**config.mk**
```make
export PLATFORM = sky130hd
export DESIGN_NAME = program_counter
export DESIGN_NICKNAME = d
export VERILOG_FILES = /design/src/rtl/program_counter_pkg.sv /design/src/rtl/program_counter.sv
export SDC_FILE = /design/constraint.sdc
export NUM_CORES = 1
export LEC_CHECK = 0
export ABC_AREA = 1
export CAP_MARGIN = 20
export CORE_ASPECT_RATIO = 0.75
export CORE_UTILIZATION = 40
export DETAILED_ROUTE_END_ITERATION = 12
export PLACE_DENSITY = 0.79
export REMOVE_ABC_BUFFERS = 1
export SKIP_LAST_GASP = 1
export SLEW_MARGIN = 20
export SYNTH_ARGS = -nofsm -noshare
export SYNTH_HDL_FRONTEND = slang
export SYNTH_SLANG_ARGS = --single-unit
```
**constraint.sdc**
```tcl
create_clock -name pc_clk -period 4.7 [get_ports pc_clk]
set_clock_uncertainty 0.15 [all_clocks]
set_input_delay 0.47 -clock pc_clk [delete_from_list [all_inputs] [get_ports pc_clk]]
set_output_delay 0.47 -clock pc_clk [all_outputs]
set_load 0.02 [all_outputs]
```
**src/rtl/program_counter_pkg.sv**
```systemverilog
// Shared program-counter constants for the IF stage, the IF/ID register and
// the branch unit. The address width follows the codebase-wide `PC_WIDTH
// macro, so every consumer agrees on the bus size.
//
// Contents:
//   DEF_PC_WIDTH  address bus width (from `PC_WIDTH, 32 when undefined)
//   DEF_PC_INCR   byte increment per sequential instruction
//   DEF_RESET_PC  fetch address loaded on reset
`ifndef PC_WIDTH
`define PC_WIDTH 32
`endif

package program_counter_pkg;
  localparam int unsigned DEF_PC_WIDTH = `PC_WIDTH;
  localparam int unsigned DEF_PC_INCR  = 4;
  localparam int unsigned DEF_RESET_PC = 0;
endpackage

```
**src/rtl/program_counter.sv**
```systemverilog
// Program counter for the IF stage of the 5-stage MIPS pipeline. Holds the
// current fetch address and presents it, qualified by a registered fetch-valid,
// to instruction memory. A redirect from later stages always wins, even while
// the fetch is stalled, so a branch/jump target is never dropped.
//
// Ports:
//   pc_clk          in   system clock, rising edge
//   pc_rst          in   synchronous active-high reset
//   pc_i_ce         in   fetch enable from pipeline control (0 = stall)
//   pc_i_change_pc  in   redirect request, loads pc_i_pc
//   pc_i_pc         in   redirect target address
//   pc_o_pc         out  current fetch address (registered)
//   pc_o_ce         out  fetch-valid to instruction memory (registered)
module program_counter
  import program_counter_pkg::*;
#(
  parameter int unsigned           PC_WIDTH = DEF_PC_WIDTH,
  parameter logic [PC_WIDTH-1:0]   PC_INCR  = PC_WIDTH'(DEF_PC_INCR),
  parameter logic [PC_WIDTH-1:0]   RESET_PC = PC_WIDTH'(DEF_RESET_PC)
) (
  input  logic                pc_clk,
  input  logic                pc_rst,
  input  logic                pc_i_ce,
  input  logic                pc_i_change_pc,
  input  logic [PC_WIDTH-1:0] pc_i_pc,
  output logic [PC_WIDTH-1:0] pc_o_pc,
  output logic                pc_o_ce
);

  logic [PC_WIDTH-1:0] next_pc;

  // Unsigned modulo-2^PC_WIDTH step; the carry out is intentionally dropped.
  function automatic logic [PC_WIDTH-1:0] pc_step(input logic [PC_WIDTH-1:0] pc);
    return pc + PC_INCR;
  endfunction

  // Advancing only when the current address was already presented valid
  // guarantees each address (including RESET_PC after reset, and the held
  // address after a stall) is fetched once before moving on.
  always_comb begin
    next_pc = pc_o_pc;
    if (pc_i_change_pc) begin
      next_pc = pc_i_pc;
    end else if (pc_i_ce && pc_o_ce) begin
      next_pc = pc_step(pc_o_pc);
    end
  end

  always_ff @(posedge pc_clk) begin
    if (pc_rst) begin
      pc_o_pc <= RESET_PC;
      pc_o_ce <= 1'b0;
    end else begin
      pc_o_pc <= next_pc;
      pc_o_ce <= pc_i_ce;
    end
  end

`ifndef SYNTHESIS
  a_ce_low_after_reset : assert property (@(posedge pc_clk) pc_rst |=> !pc_o_ce);

  a_no_advance_unless_valid : assert property (@(posedge pc_clk)
    (!pc_rst && !pc_i_change_pc && !pc_o_ce) |=> $stable(pc_o_pc));
`endif

endmodule

```
==> summary.md <==
| Metric | Value |
|---|---|
| Run status | completed |
| Start point of the worst hold path | pc_o_pc[31] |
| Row count | 23 |
| Start of the worst register-to-register path | pc_o_ce |
| Iteration count of the initial detailed-routing pass | 5 |
| Area after detailed placement | 3040 um^2 |
| Number of buffers between clock root and the deepest sink | 2 |
| Count of cells resized by post-cts repair | 0 |
| Kind of path behind the tightest hold check | flip-flop to flip-flop |
| Async SR Flop Fraction | 0% |
| Required time at the worst-slack endpoint | 4760 ps |
| Setup-violating endpoint count in the final report | 0 |
| Launch point of the critical path | pc_i_change_pc |
| Pin count of the biggest net entering global routing | 28 |
| Flops & latches, synth | 33 |
| Total power per unit cell area | 224 nW/um^2 |
| Leading cell type in the layout, fill and taps excluded | sky130_fd_sc_hd__nand2_1 |
| H-tree depth | 2 |
| Number of library cell types mapped by synthesis | 37 |
| Count of yosys warnings during synthesis | 0 |
| Number of global-route vias before repair | 2266 |
| # port buffers | 68 |
| Clock latency on the worst-skew pair | 280 ps |
| CTS tree | built |
| Number of hold buffers added after CTS | 0 |
| Tmin final | 2330 ps |
| Commonest cells after routing, fill and taps aside | 95 x sky130_fd_sc_hd__nand2_1, 68 x sky130_fd_sc_hd__clkdlybuf4s50_1, 42 x sky130_fd_sc_hd__inv_1 |
| Final Cell Area | 3130 um^2 |
| Num CTS Buffers | 5 |
| Clock net sink count | 33 |
| Number of cells produced by synthesis | 355 |
| Netlist area before placement | 2300 um^2 |
| Worst slew margin | 63.9% |
| Initial cell density of the core | 42.4% |
| Max-cap violations | 0 |
| RSZ-0062 raised after global routing | false |
| Leak pwr | 0.00124 uW |
| Final routed wire length divided by cell count | 13.6 um |
| Length in cells of the worst reg-to-reg path | 7 |
| Wire length of the first global-routing pass | 10700 um |
| Relative area change from synthesis to final layout | 35.7% |
| Number of nets with antenna violations after detailed routing | 0 |
| Highest clock frequency the design can meet | 0.430 GHz |
| Proportion of synthesized chip area in sequential cells | 28.7% |
| Wire length reported by the detailed router | 6770 um |
| Nature of the critical path startpoint | input pin |
| Final-report hold violation count | 0 |
| Fill cell instance count of the final layout | 510 |
| Critical path start-end classification | input pin to flip-flop |
| Die area | 6070 um^2 |
| Max layer used | met4 |
| Worst Hold Margin | 366 ps |
| Post-synth EDFFs | 0 |
| Hold worst-path end | pc_o_pc[31] |
| Clock root buffer | sky130_fd_sc_hd__clkbuf_8 |
| Switching power summed over all nets | 208 uW |
| RePlAce Congestion | 0.909 |
| Worst voltage drop across the vdd grid | 0.119 mV |
| Internal Power | 492 uW |
| Net switching share of the total power | 29.7% |
| Initial DRC Count | 201 |
| Gate power share | 22.8% |
| Setup crit end kind | flip-flop |
| Sum of negative setup slack | 0 ps |
| Reg2Reg Setup Slack | 2930 ps |
| Worst reg2reg endpoint | pc_o_pc[21] |
| Mean number of vias per cell | 5.15 |
| Final layout net count | 458 |
| All-Layer GR Usage | 23.3% |
| Slew at the pin with the worst max-slew slack | 540 ps |
| Top flip-flop cell by instance count after synthesis | sky130_fd_sc_hd__dfxtp_1 |
| Clock-pin transition on the worst setup and hold timing paths | 70 ps |
| Clk pwr share | 31.1% |
| Average instance area after synthesis | 6.49 um^2 |
| Antenna diodes | 0 |
| X dimension of the die | 89.7 um |
| Detailed-route wire length on metal 1 | 3180 um |
| Post-CTS repair timing setup buffer count | 0 |
| Sequential standard cell area | 661 um^2 |
| Core footprint | 5440 um^2 |
| Sequential power share | 46.1% |
| Overall power | 699 uW |
| Ports | 69 |
| DRC violations left | 0 |
| Number of antenna violations at the first check in global routing | 0 |
| Cell depth of the worst min-delay path | 2 |
| Layout cells sized above 1 | 12.6% |
| Die outline height | 67.7 um |
| Detailed route wirelength on metal3 | 640 um |
| Global route overflow | 0 |
| Critical path data arrival time | 2390 ps |
| Met2 wirelength from detailed routing | 2900 um |
| HPWL Detailed | 5050 um |
| Critical Path Fanout Max | 21 |
| Multi-input logic area | 1420 um^2 |
| Pins Over Slew Limit | 0 |
| Total number of vias | 2553 |
| Final period utilization | 49.5% |
==> synthesized netlist by cell type, types with 2 or more instances <==
master | count | share of area (%)
sky130_fd_sc_hd__o21bai_1 | 2 | 0.65
sky130_fd_sc_hd__xor2_1 | 2 | 0.76
sky130_fd_sc_hd__a21oi_1 | 14 | 3.0
sky130_fd_sc_hd__nor2_1 | 34 | 5.5
sky130_fd_sc_hd__clkbuf_1 | 3 | 0.49
sky130_fd_sc_hd__a31oi_1 | 10 | 2.7
sky130_fd_sc_hd__nor3_1 | 3 | 0.65
sky130_fd_sc_hd__nand3_1 | 25 | 5.4
sky130_fd_sc_hd__inv_1 | 42 | 6.8
sky130_fd_sc_hd__o21ai_0 | 22 | 4.8
sky130_fd_sc_hd__dfxtp_1 | 33 | 29
sky130_fd_sc_hd__nor2_2 | 3 | 0.81
sky130_fd_sc_hd__xnor2_1 | 2 | 0.76
sky130_fd_sc_hd__a22o_1 | 3 | 1.1
sky130_fd_sc_hd__nand4_1 | 5 | 1.4
sky130_fd_sc_hd__inv_2 | 5 | 0.81
sky130_fd_sc_hd__nand3_2 | 2 | 0.87
sky130_fd_sc_hd__nor2_4 | 9 | 4.4
sky130_fd_sc_hd__a21oi_2 | 6 | 2.3
sky130_fd_sc_hd__nand2_2 | 9 | 2.4
sky130_fd_sc_hd__a22oi_1 | 2 | 0.65
sky130_fd_sc_hd__nand2_1 | 95 | 15
sky130_fd_sc_hd__nand2_4 | 3 | 1.5
sky130_fd_sc_hd__or2_2 | 2 | 0.54
sky130_fd_sc_hd__buf_2 | 6 | 1.3
sky130_fd_sc_hd__nor2_8 | 2 | 1.7
==> cell families (layout without fill, tap and decap cells) <==
logic type	count (synthesis)	count (layout)	synth area share, %
xor gates and xnor gates	4	4	1.52
and+or+nand+nor	196	196	42.6
AOI/OAI and AO/OA	63	63	16.7
buffers and inverters	58	124	9.93
adders and majority gates	1	1	0.543
DFF	33	33	28.7
==> how the worst max path moves through the flow <==
| stage | end | cells past startpoint |
|---|---|---|
| floorplan | pc_o_pc[22] | 8 |
| global placement | pc_o_pc[11] | 6 |
| detailed placement | pc_o_pc[16] | 6 |
| CTS | pc_o_pc[11] | 6 |
| global route | pc_o_pc[11] | 6 |
| finish | pc_o_pc[11] | 6 |
==> power groups by stage <==
stage | Sequential [uW] | Clock [uW] | Combinational [uW]
2_1_floorplan | 343 | 0 | 53.2
3_3_place_gp | 328 | 0 | 156
3_5_place_dp | 328 | 0 | 158
4_1_cts | 322 | 221 | 159
5_1_grt | 325 | 236 | 172
6_report | 323 | 218 | 159
==> per-stage QoR <==
stage | util, % | setup slack (ps) | std cells
after floorplan | - | 2990 | 344
after global placement | 55.9 | 2260 | 489
after detailed placement | 55.9 | 2130 | 489
after CTS | 57.5 | 2410 | 496
after global routing | 57.5 | 2250 | 496
final | 57.5 | 2370 | 496
==> routing by layer <==
layer	up-vias	GRT usage, %
met5	-	0
met2	130	36.4
met1	1134	32.7
li1	1282	-
met3	7	5.01
met4	0	5.36
==> layout make-up <==
class	instances	share of cell area, %
multi-input cells	264	45.2
clock buffers	7	2.76
repair buffers	70	22.2
well taps	75	3.00
flip-flops and latches	33	21.1
inverters	47	5.64
==> worst max-delay path, stage by stage <==
cell                              delay (ps)
sky130_fd_sc_hd__clkdlybuf4s50_1         690
sky130_fd_sc_hd__inv_2                   440
sky130_fd_sc_hd__nand2_2                 180
sky130_fd_sc_hd__inv_2                   300
sky130_fd_sc_hd__o21ai_0                 150
sky130_fd_sc_hd__a31oi_1                 150
==> sequential cells by signal, summed over array words and instances (netlist names) <==
signal / flops
pc_o_pc: 32
pc_o_ce: 1
No activity file was read; power rests on OpenSTA's default activity.
